File: config.mk
export PLATFORM = sky130hd
export DESIGN_NAME = sync_fifo_flat
export DESIGN_NICKNAME = d
export VERILOG_FILES = /design/src/rtl/fifo_pkg.sv /design/src/rtl/fifo_if.sv /design/src/rtl/fifo_mem.sv /design/src/rtl/sync_fifo.sv /design/src/flat_wrapper.sv
export SDC_FILE = /design/constraint.sdc
export NUM_CORES = 1
export LEC_CHECK = 0
export ABC_AREA = 1
export BUFFER_PORTS_ARGS = -buffer_cell sky130_fd_sc_hd__buf_2
export CAP_MARGIN = 30
export CORE_MARGIN = 5
export CORE_UTILIZATION = 60
export CTS_CLUSTER_DIAMETER = 50
export CTS_CLUSTER_SIZE = 40
export DETAILED_ROUTE_END_ITERATION = 12
export GPL_TIMING_DRIVEN = 1
export PLACE_DENSITY_LB_ADDON = 0.12
export SKIP_LAST_GASP = 1
export SYNTH_ARGS = -nofsm -noshare
export SYNTH_HDL_FRONTEND = slang
export SYNTH_HIERARCHICAL = 1
export SYNTH_SLANG_ARGS = --single-unit
File: constraint.sdc
create_clock -name clk -period 6.29 [get_ports clk]
set_input_delay 0.629 -clock clk [delete_from_list [all_inputs] [get_ports clk]]
set_output_delay 0.629 -clock clk [all_outputs]
set_load 0.05 [all_outputs]
File: src/rtl/fifo_pkg.sv
`default_nettype none
// ============================================================================
// Module      : fifo_pkg
// Description : Shared sizing helpers for the single-clock FIFO.
// Revision    : 1.0 - initial release
// ============================================================================
package fifo_pkg;

  // Pointer width: index bits plus one wrap bit.
  function automatic int ptr_w(input int depth);
    return $clog2(depth) + 1;
  endfunction

  function automatic bit is_pow2(input int depth);
    return (depth >= 2) && ((depth & (depth - 1)) == 0);
  endfunction

endpackage
`default_nettype wire

File: src/rtl/fifo_if.sv
`default_nettype none
// ============================================================================
// Module      : fifo_if
// Description : Write/read handshake bundle between FIFO agents and storage.
// Revision    : 1.0 - initial release
// ============================================================================
interface fifo_if #(
  parameter int DEPTH      = 8,
  parameter int DATA_WIDTH = 8
);
  logic                       w_en;
  logic                       r_en;
  logic [DATA_WIDTH-1:0]      data_in;
  logic [DATA_WIDTH-1:0]      data_out;
  logic                       full;
  logic                       empty;
  logic [$clog2(DEPTH):0]     count;
  logic                       overflow;
  logic                       underflow;

  modport master (
    output w_en, r_en, data_in,
    input  data_out, full, empty, count, overflow, underflow
  );

  modport slave (
    input  w_en, r_en, data_in,
    output data_out, full, empty, count, overflow, underflow
  );
endinterface
`default_nettype wire

File: src/rtl/fifo_mem.sv
`default_nettype none
// ============================================================================
// Module      : fifo_mem
// Description : Register-array storage, one sync write port, one registered
//               read port that holds its value when not read.
// Revision    : 1.0 - initial release
// ============================================================================
module fifo_mem #(
  parameter int DEPTH      = 8,
  parameter int DATA_WIDTH = 8,
  parameter int ADDR_W     = $clog2(DEPTH)
) (
  input  wire logic                  clk,
  input  wire logic                  rst_n,
  input  wire logic                  wr_en,
  input  wire logic [ADDR_W-1:0]     wr_idx,
  input  wire logic [DATA_WIDTH-1:0] wr_data,
  input  wire logic                  rd_en,
  input  wire logic [ADDR_W-1:0]     rd_idx,
  output logic      [DATA_WIDTH-1:0] rd_data
);
  logic [DATA_WIDTH-1:0] r_mem [DEPTH];
  logic [DATA_WIDTH-1:0] r_rd_data;

  // Storage is deliberately not reset; contents are only observed after a write.
  always_ff @(posedge clk) begin
    if (wr_en) begin
      r_mem[wr_idx] <= wr_data;
    end
  end

  always_ff @(posedge clk or negedge rst_n) begin
    if (!rst_n) begin
      r_rd_data <= '0;
    end else if (rd_en) begin
      r_rd_data <= r_mem[rd_idx];
    end
  end

  assign rd_data = r_rd_data;
endmodule
`default_nettype wire

File: src/rtl/sync_fifo.sv
`default_nettype none
// ============================================================================
// Module      : sync_fifo
// Description : Single-clock FIFO: pointers, flags, occupancy, error pulses.
// Revision    : 1.0 - initial release
// ============================================================================
module sync_fifo
  import fifo_pkg::*;
#(
  parameter int DEPTH      = 8,
  parameter int DATA_WIDTH = 8
) (
  input wire logic clk,
  input wire logic rst_n,
  fifo_if.slave    bus
);
  localparam int PW = ptr_w(DEPTH);
  localparam int IW = PW - 1;

  if (!is_pow2(DEPTH)) begin : g_depth_check
    $error("sync_fifo: DEPTH must be a power of two >= 2");
  end

  logic [PW-1:0] r_wr_ptr;
  logic [PW-1:0] r_rd_ptr;
  logic          r_overflow;
  logic          r_underflow;
  logic          w_full;
  logic          w_empty;
  logic          w_wr_ok;
  logic          w_rd_ok;

  assign w_empty = (r_wr_ptr == r_rd_ptr);
  assign w_full  = (r_wr_ptr[IW-1:0] == r_rd_ptr[IW-1:0]) &&
                   (r_wr_ptr[IW] != r_rd_ptr[IW]);

  // A simultaneous read frees a slot, so a write while full is still taken.
  assign w_wr_ok = bus.w_en && (!w_full || bus.r_en);
  assign w_rd_ok = bus.r_en && !w_empty;

  always_ff @(posedge clk or negedge rst_n) begin
    if (!rst_n) begin
      r_wr_ptr    <= '0;
      r_rd_ptr    <= '0;
      r_overflow  <= 1'b0;
      r_underflow <= 1'b0;
    end else begin
      if (w_wr_ok) begin
        r_wr_ptr <= r_wr_ptr + PW'(1);
      end
      if (w_rd_ok) begin
        r_rd_ptr <= r_rd_ptr + PW'(1);
      end
      r_overflow  <= bus.w_en && !w_wr_ok;
      r_underflow <= bus.r_en && !w_rd_ok;
    end
  end

  fifo_mem #(
    .DEPTH      (DEPTH),
    .DATA_WIDTH (DATA_WIDTH),
    .ADDR_W     (IW)
  ) u_mem (
    .clk     (clk),
    .rst_n   (rst_n),
    .wr_en   (w_wr_ok),
    .wr_idx  (r_wr_ptr[IW-1:0]),
    .wr_data (bus.data_in),
    .rd_en   (w_rd_ok),
    .rd_idx  (r_rd_ptr[IW-1:0]),
    .rd_data (bus.data_out)
  );

  assign bus.full      = w_full;
  assign bus.empty     = w_empty;
  assign bus.count     = r_wr_ptr - r_rd_ptr;
  assign bus.overflow  = r_overflow;
  assign bus.underflow = r_underflow;
endmodule
`default_nettype wire

File: src/flat_wrapper.sv
// flat-port wrapper written by rule: the top's interface ports become plain ports
module sync_fifo_flat import fifo_pkg::*;
#(
  parameter int DEPTH      = 8,
  parameter int DATA_WIDTH = 8
)
  (clk, rst_n, bus_w_en, bus_r_en, bus_data_in, bus_data_out, bus_full, bus_empty, bus_count, bus_overflow, bus_underflow);
  fifo_if #(.DEPTH(DEPTH), .DATA_WIDTH(DATA_WIDTH)) bus_i ();
  input wire logic clk;
  input wire logic rst_n;
  input wire logic [$bits(bus_i.w_en)-1:0] bus_w_en;
  input wire logic [$bits(bus_i.r_en)-1:0] bus_r_en;
  input wire logic [$bits(bus_i.data_in)-1:0] bus_data_in;
  output wire logic [$bits(bus_i.data_out)-1:0] bus_data_out;
  output wire logic [$bits(bus_i.full)-1:0] bus_full;
  output wire logic [$bits(bus_i.empty)-1:0] bus_empty;
  output wire logic [$bits(bus_i.count)-1:0] bus_count;
  output wire logic [$bits(bus_i.overflow)-1:0] bus_overflow;
  output wire logic [$bits(bus_i.underflow)-1:0] bus_underflow;
  assign bus_i.w_en = bus_w_en;
  assign bus_i.r_en = bus_r_en;
  assign bus_i.data_in = bus_data_in;
  assign bus_data_out = bus_i.data_out;
  assign bus_full = bus_i.full;
  assign bus_empty = bus_i.empty;
  assign bus_count = bus_i.count;
  assign bus_overflow = bus_i.overflow;
  assign bus_underflow = bus_i.underflow;
  sync_fifo #(.DEPTH(DEPTH), .DATA_WIDTH(DATA_WIDTH)) u_core (.clk(clk), .rst_n(rst_n), .bus(bus_i));
endmodule
==> summary.md <==
| Metric | Value |
|---|---|
| MaxCap Viol Count | 0 |
| Die Wd | 89.2 um |
| Max-slew violations | 0 |
| Worst hold path type | input pin to async pin |
| Final GP Congestion | 0.875 |
| CTS tree | done |
| Rows | 28 |
| Commonest non-fill, non-tap cell in the layout | nand2_1 |
| Die Footprint | 0.00796 sq mm |
| Worst path cell trace | inv_1 > ha_1 > nand2_2 > o21ai_0 > xor2_1 > buf_2 |
| Area Growth Syn to Fin | 8.38% |
| Maximum clock insertion buffer count | 2 |
| Mapped Area | 0.00376 sq mm |
| Final setup vio count | 0 |
| Antenna Nets Post-Route | 0 |
| WP data arrival | 2.27 ns |
| Slew @ Worst Pin | 0.717 ns |
| Sequential area share after synthesis | 0.630 |
| Pre-antenna DRT Iters | 5 |
| Flop2flop setup slack | 3.53 ns |
| CP Capture Point | bus_count[3] |
| Gate Count Post-Synth | 380 |
| Root Buffer Master | clkbuf_8 |
| Total global routing track utilization | 0.219 |
| # hold bufs at CTS | 0 |
| Multi-input logic area | 0.00102 sq mm |
| Post-route cell area | 0.00408 sq mm |
| Fmax | 0.345 GHz |
| Core area | 0.00603 sq mm |
| Die Height | 89.2 um |
| Diode count | 0 |
| Finished Core Util | 0.677 |
| First-pass GRT wire length | 12400 um |
| Status | complete, no violations |
| # IOs | 28 |
| Post-DP HPWL | 5580 um |
| H-tree depth | 3 |
| WL/cell | 16.2 um |
| Commonest cells after routing, fill and taps aside | nand2_1 (128), inv_1 (66), edfxtp_1 (64) |
| Vias per std cell | 5.33 |
| TNS Setup | 0 ns |
| FF+latch area | 0.00237 sq mm |
| Reg2reg end | u_core/u_mem/r_mem[1][1] |
| Netlist cell types | 24 |
| Post-CTS resize count | 0 |
| CP max FO | 22 |
| Largest net degree at the start of global routing | 39 |
| Initial antenna violation count | 0 |
| Final Hold Viols | 0 |
| Syn. warnings | 6 |
| Worst path slowest cell | dfrtp_1 |
| RSZ-0062 raised after global routing | false |
| Setup crit start kind | register |
| Slowest stage delay, CP | 0.80 ns |
| Crit path from | u_core/r_rd_ptr[1] |
| Skew-Pair Late Insertion Delay | 0.34 ns |
| Vias | 2597 |
| Initial Utilization | 0.625 |
| Critical path type | register to primary output |
| Dpl cell area | 0.00389 sq mm |
| Part of the cycle the worst path needs | 0.461 |
| # fillers | 494 |
| Port bufs | 27 |
| Yosys reg bits | 82 |
| Pwr per Cell Area | 507 mW/mm^2 |
| DRC | 0 |
| Critical path capture point type | primary output |
| DR iter-0 viols | 234 |
| Worst r2r path cells | 9 |
| Layout cells sized above 1 | 0.124 |
| Total wire length | 7880 um |
| Worst Skew | 0.00961 ns |
| Max VDD drop | 0.467 mV |
| Average size of a mapped cell | 9.90 sq um |
| Post-CTS setup buffer count | 0 |
| Clock Sinks | 82 |
| Clock transition at the registers of the reported paths | 0.08 ns |
| Min Tclk post-route | 2.90 ns |
| Gr ovfl total | 0 |
| Crit path required time | 5.66 ns |
| Num CTS Buffers | 9 |
| Syn Nets | 398 |
| RR Startpoint | u_core/r_rd_ptr[1] |
| Leak | 1.92 nW |
| Vias in the first global route | 2550 |
| Nets | 425 |
| Worst rel slew slack | 0.520 |
worst max-delay path: cells and delay by family (launching register included):
family | cells | cell delay [ns]
buffers and inverters | 2 | 0.38
AOI/OAI and AO/OA | 1 | 0.19
DFF | 1 | 0.80
adders and majority gates | 1 | 0.33
and+or+nand+nor | 1 | 0.07
xor gates and xnor gates | 1 | 0.15
cell families after synthesis:
kind of cell	share of synthesized area
and+or+nand+nor	0.236
DFF	0.630
buffers and inverters	0.0981
adders and majority gates	0.0219
xor gates and xnor gates	0.00931
AOI/OAI and AO/OA	0.00399
worst min-delay path by stage:
stage,startpoint,endpoint,depth (start not counted)
after global placement,u_core/u_mem/rd_data[0],u_core/u_mem/rd_data[0],2
after detailed placement,u_core/u_mem/rd_data[4],u_core/u_mem/rd_data[4],2
after CTS,rst_n,u_core/u_mem/rd_data[4],1
final,rst_n,u_core/u_mem/rd_data[4],1
after global routing,rst_n,u_core/u_mem/rd_data[3],1
after floorplan,rst_n,u_core/bus.overflow,0
metal layers:
| layer | routed length [um] | vias up | global-route usage |
|---|---|---|---|
| met5 | 0 | - | 0 |
| met4 | 225 | 0 | 0.120 |
| met3 | 537 | 23 | 0.0415 |
| met2 | 3810 | 113 | 0.344 |
| met1 | 3300 | 1208 | 0.289 |
| li1 | - | 1253 | - |
where the power goes:
| group | switching [W] | internal, W |
|---|---|---|
| combinational | 0.000691 | 0.000243 |
| sequential | 0.0000828 | 0.000693 |
| clock | 0.000178 | 0.000181 |
cell usage after synthesis (all sizes together):
cell | n | area share
o21ai | 2 | 0.0027
nand4 | 1 | 0.0017
inv | 69 | 0.070
xnor2 | 2 | 0.0047
ha | 5 | 0.017
dfrtp | 18 | 0.12
nand2 | 133 | 0.14
a21oi | 1 | 0.0013
edfxtp | 64 | 0.51
xor2 | 2 | 0.0047
fa | 1 | 0.0053
nand3 | 56 | 0.078
nor2 | 13 | 0.015
nand3b | 1 | 0.0020
buf | 12 | 0.028
metrics by stage:
| stage | total power [W] | std cells | worst slack (ns) | hold WS (ns) |
|---|---|---|---|---|
| final | 0.00207 | 487 | 3.39 | 0.206 |
| after global routing | 0.00221 | 487 | 3.23 | 0.223 |
| after CTS | 0.00208 | 487 | 3.38 | 0.212 |
| after detailed placement | 0.00172 | 471 | 3.57 | 0.465 |
| after global placement | 0.00170 | 471 | 3.67 | 0.462 |
| after floorplan | 0.00154 | 380 | 3.75 | 0.333 |
final cells by class:
type	instances	share of cell area
Clock buffer	10	0.0313
Clock inverter	6	0.0138
Inverter	69	0.0647
Multi-Input combinational cell	217	0.251
Sequential cell	82	0.582
Tap cell	75	0.0230
Timing Repair Buffer	28	0.0350
sequential cells by signal, indices dropped and copies added (netlist names):
signal / count
u_core/u_mem/r_mem: 64
u_core/r_wr_ptr: 4
u_core/bus.overflow: 1
u_core/bus.underflow: 1
u_core/r_rd_ptr: 4
u_core/u_mem/rd_data: 8
No activity file was read; power rests on OpenSTA's default activity.
